===== config.mk =====
export PLATFORM = sky130hd
export DESIGN_NAME = pll_phase_stepper
export DESIGN_NICKNAME = d
export VERILOG_FILES = /design/src/rtl/pll_phase_pkg.sv /design/src/rtl/pll_phase_stepper_sync2.sv /design/src/rtl/pll_phase_stepper.sv
export SDC_FILE = /design/constraint.sdc
export NUM_CORES = 1
export LEC_CHECK = 0
export BUFFER_PORTS_ARGS = -buffer_cell sky130_fd_sc_hd__buf_2
export CAP_MARGIN = 20
export CORE_MARGIN = 2
export CORE_UTILIZATION = 52
export CTS_BUF_LIST = sky130_fd_sc_hd__clkbuf_16
export CTS_CLUSTER_SIZE = 20
export DETAILED_ROUTE_END_ITERATION = 8
export PLACE_DENSITY = 0.77
export SYNTH_ARGS = -nofsm -noshare
export SYNTH_HDL_FRONTEND = slang
export SYNTH_SLANG_ARGS = --single-unit

===== constraint.sdc =====
create_clock -name clock -period 2.6 [get_ports clock]
set_clock_uncertainty 0.1 [all_clocks]
set_input_delay 0.26 -clock clock [delete_from_list [all_inputs] [get_ports clock]]
set_output_delay 0.26 -clock clock [all_outputs]
set_load 0.03 [all_outputs]

===== src/rtl/pll_phase_pkg.sv =====
// Shared encodings for the ECP5 EHXPLLL dynamic phase-shift controller.
// Covers PHASESEL output select, PHASEDIR direction and the stepper FSM states.
package pll_phase_pkg;

    localparam logic [1:0] PHASESEL_CLKOS  = 2'b00;
    localparam logic [1:0] PHASESEL_CLKOS2 = 2'b01;
    localparam logic [1:0] PHASESEL_CLKOS3 = 2'b10;
    localparam logic [1:0] PHASESEL_CLKOP  = 2'b11;

    localparam logic DIR_DELAY   = 1'b0;
    localparam logic DIR_ADVANCE = 1'b1;

    typedef enum logic [2:0] {
        ST_IDLE,
        ST_SETUP,
        ST_PULSE,
        ST_GAP,
        ST_LOCKWAIT
    } state_t;

endpackage


===== src/rtl/pll_phase_stepper_sync2.sv =====
// Two-flop synchroniser for the asynchronous PLL lock flag.
// Both flops clear on reset, so the stepper treats the PLL as unlocked until it proves otherwise.
module pll_phase_stepper_sync2 (
    input  logic clock,
    input  logic resetn,
    input  logic d,
    output logic q
);

    logic meta;

    always_ff @(posedge clock or negedge resetn) begin
        if (!resetn) begin
            meta <= 1'b0;
            q    <= 1'b0;
        end else begin
            meta <= d;
            q    <= meta;
        end
    end

endmodule


===== src/rtl/pll_phase_stepper.sv =====
// Controller for the EHXPLLL dynamic phase-shift port: turns step requests into timed
// active-low PHASESTEP pulses, waits for re-lock and keeps a net step position per output.
module pll_phase_stepper
    import pll_phase_pkg::*;
#(
    parameter int STEP_W       = 8,
    parameter int POS_W        = 8,
    parameter int SETUP_CYC    = 2,
    parameter int PULSE_CYC    = 4,
    parameter int GAP_CYC      = 4,
    parameter int LOCK_TIMEOUT = 1024
) (
    input  logic               clock,
    input  logic               resetn,
    input  logic               req_valid,
    output logic               req_ready,
    input  logic [1:0]         req_sel,
    input  logic               req_dir,
    input  logic [STEP_W-1:0]  req_steps,
    input  logic               pll_locked,
    output logic [1:0]         phasesel,
    output logic               phasedir,
    output logic               phasestep,
    output logic               phaseloadreg,
    output logic               busy,
    output logic               done,
    output logic               timeout_err,
    output logic [4*POS_W-1:0] phase_pos
);

    localparam int MAX_A   = (SETUP_CYC > PULSE_CYC) ? SETUP_CYC : PULSE_CYC;
    localparam int MAX_B   = (GAP_CYC > LOCK_TIMEOUT) ? GAP_CYC : LOCK_TIMEOUT;
    localparam int CNT_MAX = (MAX_A > MAX_B) ? MAX_A : MAX_B;
    localparam int CNT_W   = $clog2(CNT_MAX + 1);

    localparam logic [CNT_W-1:0] SETUP_LAST = CNT_W'(SETUP_CYC - 1);
    localparam logic [CNT_W-1:0] PULSE_LAST = CNT_W'(PULSE_CYC - 1);
    localparam logic [CNT_W-1:0] GAP_LAST   = CNT_W'(GAP_CYC - 1);
    localparam logic [CNT_W-1:0] LOCK_LAST  = CNT_W'(LOCK_TIMEOUT - 1);

    state_t                  state;
    state_t                  state_next;
    logic                    lock_sync;
    logic                    handshake;
    logic [CNT_W-1:0]        cnt;
    logic [CNT_W-1:0]        cnt_next;
    logic [STEP_W-1:0]       remaining;
    logic [STEP_W-1:0]       remaining_next;
    logic [3:0][POS_W-1:0]   pos;
    logic [3:0][POS_W-1:0]   pos_next;
    logic [POS_W-1:0]        delta;
    logic [1:0]              phasesel_next;
    logic                    phasedir_next;
    logic                    phasestep_next;
    logic                    req_ready_next;
    logic                    done_next;
    logic                    timeout_next;

    pll_phase_stepper_sync2 u_lock_sync (
        .clock  (clock),
        .resetn (resetn),
        .d      (pll_locked),
        .q      (lock_sync)
    );

    assign handshake    = req_valid & req_ready;
    assign phaseloadreg = 1'b1;
    assign phase_pos    = pos;

    always_ff @(posedge clock or negedge resetn) begin
        if (!resetn) begin
            state <= ST_IDLE;
        end else begin
            state <= state_next;
        end
    end

    // One shared counter times every phase; it restarts whenever the state changes.
    always_comb begin
        state_next = state;
        case (state)
            ST_IDLE: begin
                if (handshake) begin
                    state_next = (req_steps == '0) ? ST_LOCKWAIT : ST_SETUP;
                end
            end
            ST_SETUP: begin
                if (cnt == SETUP_LAST) begin
                    state_next = ST_PULSE;
                end
            end
            ST_PULSE: begin
                if (cnt == PULSE_LAST) begin
                    state_next = ST_GAP;
                end
            end
            ST_GAP: begin
                if (cnt == GAP_LAST) begin
                    state_next = (remaining != '0) ? ST_PULSE : ST_LOCKWAIT;
                end
            end
            ST_LOCKWAIT: begin
                if (lock_sync || (cnt == LOCK_LAST)) begin
                    state_next = ST_IDLE;
                end
            end
            default: state_next = ST_IDLE;
        endcase
    end

    always_comb begin
        cnt_next       = (state_next == state && state_next != ST_IDLE) ? cnt + CNT_W'(1) : '0;
        phasesel_next  = phasesel;
        phasedir_next  = phasedir;
        remaining_next = remaining;
        pos_next       = pos;
        timeout_next   = timeout_err;
        delta          = (phasedir == DIR_DELAY) ? '1 : POS_W'(1);

        if (handshake) begin
            phasesel_next  = req_sel;
            phasedir_next  = req_dir;
            remaining_next = req_steps;
            timeout_next   = 1'b0;
        end

        // A step is counted as taken once its low pulse has fully completed.
        if (state == ST_PULSE && state_next == ST_GAP) begin
            remaining_next = remaining - STEP_W'(1);
            case (phasesel)
                PHASESEL_CLKOS:  pos_next[0] = pos[0] + delta;
                PHASESEL_CLKOS2: pos_next[1] = pos[1] + delta;
                PHASESEL_CLKOS3: pos_next[2] = pos[2] + delta;
                PHASESEL_CLKOP:  pos_next[3] = pos[3] + delta;
                default:         pos_next    = pos;
            endcase
        end

        if (state == ST_LOCKWAIT && state_next == ST_IDLE && !lock_sync) begin
            timeout_next = 1'b1;
        end

        phasestep_next = (state_next != ST_PULSE);
        req_ready_next = (state_next == ST_IDLE);
        done_next      = (state == ST_LOCKWAIT) && (state_next == ST_IDLE);
    end

    always_ff @(posedge clock or negedge resetn) begin
        if (!resetn) begin
            cnt         <= '0;
            remaining   <= '0;
            pos         <= '0;
            phasesel    <= PHASESEL_CLKOS;
            phasedir    <= DIR_ADVANCE;
            phasestep   <= 1'b1;
            req_ready   <= 1'b1;
            busy        <= 1'b0;
            done        <= 1'b0;
            timeout_err <= 1'b0;
        end else begin
            cnt         <= cnt_next;
            remaining   <= remaining_next;
            pos         <= pos_next;
            phasesel    <= phasesel_next;
            phasedir    <= phasedir_next;
            phasestep   <= phasestep_next;
            req_ready   <= req_ready_next;
            busy        <= ~req_ready_next;
            done        <= done_next;
            timeout_err <= timeout_next;
        end
    end

endmodule

==> metrics <==
Tmin final=2530 ps; Placement Setup Slack=-6.51 ps; port bufs=54; Crit path largest cell delay=560 ps; diode count=0; drt drc=0; chip height=89.8 um; sequential power share=27.7%; first-pass GRT wire length=14.3 mm; status=complete, but fails checks; Primary FF master, synth=dfrtp_1; fin crit share=97.2%; VDD IR max=0.599 mV; largest delay contributor family on the critical path=simple AND/OR/NAND/NOR gates; fmax=396 MHz; die footprint=8060 um^2; switching power total=2.77 mW; Final setup viols=0; DR iter-0 viols=122; reg2reg end=cnt[0]; synthesized flop and latch total=64; Die X-Extent=89.8 um; synthesized cell area=3820 um^2; Clock Latency Late Sink=330 ps; warnings from Yosys=0; CTS tree=built; overall routing resource usage=21.6%; P per Cell Area=1310 nW/um^2; post-route ant nets=0; Cell Chain, Critical Path=or4_1 -> buf_4 -> or3_1 -> or3_1 -> o311ai_4 -> buf_4 -> nor3_1; Startpoint Class=flip-flop; syn nets=445; Final WS setup=74.0 ps; postcts setup bufs=0; core area=7180 um^2; Syn Inst Count=398; Placer Congestion=0.875; DRT Wirelength=8.37 mm; largest net degree at the start of global routing=65; CTS Buffer Depth=2; drt pass-1 iters=4; Max-Cap Viols=0; Post-synth EDFFs=0; Hold WC Path Type=in2async; Vias=3215; Clock Sinks=64; fin nets=522; Ports=56; initial antenna violation count=0; WP buf/inv=2; Switching Fraction=45.5%; crit-path max FO=6; Slew HR=46.8%; Post-Route Setup TNS=0 ps; logic gate share of total power=55.1%; layout cells sized above 1=23.0%; count of cell types in the netlist=46; Initial Util=53.3%; CP Class=reg2reg; Layout area overhead=21.6%; number of global-route vias before repair=3070; crit path DAT=2630 ps; static leakage=2.26 nW; Final Hold Vio Count=5; Pins Over Slew Limit=0; WP depth=7; flop2flop setup slack=70 ps; asr flop ratio synth=100%; vias per cell=5.56; htree depth=3; Seq/Total Area, Yosys=42.0%; CP max-delay cell=or4_1; clock power share=17.2%; failing checks=negative hold slack; WHS=-7.66 ps; crit end category=flip-flop; DP Wirelength=6.10 mm; Least-Margin Pin Slew=798 ps; total CTS buffers=9; Worst R2R Start=cnt[7]; Std-Cell Rows=31; clk slew on worst S/H paths=50 ps; routed length per placed instance=14.5 um; Internal=3.32 mW; root buffer cell=clkbuf_16; R2R depth=7; Critical Path RT=2700 ps; Syn Area/Cell=9.61 um^2; total grt overflow=0
==> final cells by class <==
type / count / area (um^2)
multi-input combinational: 311 / 2170
tap: 99 / 124
clock inverter: 6 / 31.3
fill: 580 / 2530
clock buffer: 9 / 225
sequential: 64 / 1610
inverter: 10 / 37.5
timing repair buffer: 79 / 460
==> worst reg2reg max path, delay by kind of cell (launching register included) <==
kind                   cells  cell delay (ps)
buffers and inverters      2              400
AND/OR/NAND/NOR            4             1410
AO/OA/AOI/OAI              1              120
flip-flops                 1              370
==> cell usage after synthesis (2+ instances only) <==
cell | instances | area, um^2
mux2i_1 | 5 | 50.1
nand4_1 | 7 | 43.8
nand3_1 | 23 | 115
dfrtp_1 | 61 | 1530
a21oi_1 | 23 | 115
and3_1 | 3 | 18.8
fa_1 | 4 | 80.1
or4_1 | 3 | 22.5
o41ai_1 | 6 | 52.6
o21ai_0 | 29 | 145
clkbuf_1 | 5 | 18.8
nor3_1 | 22 | 110
dfstp_2 | 3 | 78.8
a211oi_1 | 3 | 22.5
inv_1 | 10 | 37.5
xor2_1 | 20 | 175
or3_1 | 2 | 12.5
buf_2 | 5 | 25.0
nor4_1 | 6 | 37.5
nor2b_1 | 3 | 18.8
xnor2_1 | 17 | 149
nand2b_1 | 3 | 18.8
o211ai_1 | 5 | 37.5
ha_1 | 28 | 350
buf_4 | 3 | 22.5
nor4bb_1 | 2 | 20.0
a21o_1 | 5 | 37.5
nor2_1 | 26 | 97.6
nand2_1 | 42 | 158
mux2_2 | 7 | 78.8
o21ai_1 | 2 | 10.0
==> layer usage <==
| layer | track usage (%) | part of all wire [%] | up-vias |
|---|---|---|---|
| met3 | 3.86 | 3.9 | 11 |
| met4 | 7.18 | 1.6 | 0 |
| met2 | 34.5 | 47 | 79 |
| met5 | 0 | 0 | - |
| li1 | - | - | 1594 |
| met1 | 29.9 | 47 | 1531 |
==> cells in the final DEF, fill, tap and decap left out, drive strengths merged, types with 2 or more instances in the layout <==
cell type	synthesis	layout
clkinvlp	0	2
mux2	7	7
nand2b	3	3
a211oi	4	4
nand4	7	7
fa	4	4
nor2b	3	3
ha	28	28
or4	4	4
xnor2	17	17
nor2	26	26
nor3	22	22
a21o	5	5
clkbuf	5	9
xor2	20	20
nor4	6	6
dfstp	3	3
o41ai	6	6
dfrtp	61	61
clkinv	0	2
inv	10	12
nand2	42	42
buf	8	78
nor4bb	2	2
o211ai	5	5
mux2i	5	5
o21ai	31	31
nand3	23	23
and3	3	3
a21oi	23	23
or3	2	2
==> cell families (layout without fill, tap and decap cells) <==
logic type	after synthesis	after routing	share of synthesized area [%]
AOI/OAI and AO/OA	81	81	13.1
xor gates and xnor gates	37	37	8.48
adders and majority gates	32	32	11.3
buffers and inverters	23	104	2.72
DFF	64	64	42.0
muxes	12	12	3.37
other	1	1	0.0981
and+or+nand+nor	148	148	19.0
==> power by group through the flow <==
stage	registers (mW)	logic [mW]	clock network [mW]
finish	1.69	3.35	1.05
global route	1.74	3.72	1.12
CTS	1.68	3.31	1.07
detailed placement	1.69	3.29	0
global placement	1.68	3.16	0
floorplan	2.12	2.02	0
==> stage by stage <==
stage	power [mW]	cells	area (um^2)	util (%)
finish	6.09	578	4650	64.8
global route	6.58	578	4650	64.8
CTS	6.06	578	4610	64.2
detailed placement	4.98	562	4340	60.4
global placement	4.84	561	4330	60.3
floorplan	4.14	398	3820	-
==> repair_timing <==
item / CTS / global route
endpoints found under the setup margin: 6 / 10
hold buffers: 1 / 0
gates resized for setup: 1 / 6
endpoints found under the hold margin: 1 / 0
==> flip-flops by register name, summed over array words and instances (netlist names) <==
register	flops
busy	1
phasedir	1
cnt	11
u_lock_sync.meta	1
state	3
u_lock_sync.q	1
remaining	8
phasestep	1
done	1
phasesel	2
phase_pos	32
timeout_err	1
req_ready	1
==> worst max-delay path by stage <==
| stage | start | endpoint |
|---|---|---|
| after floorplan | phasedir | phase_pos[15] |
| final | cnt[7] | cnt[0] |
| after detailed placement | cnt[7] | cnt[1] |
| after global placement | cnt[7] | cnt[7] |
| after global routing | cnt[7] | busy |
| after CTS | cnt[7] | cnt[1] |
Note: power is estimated with default switching activity, not from simulation.
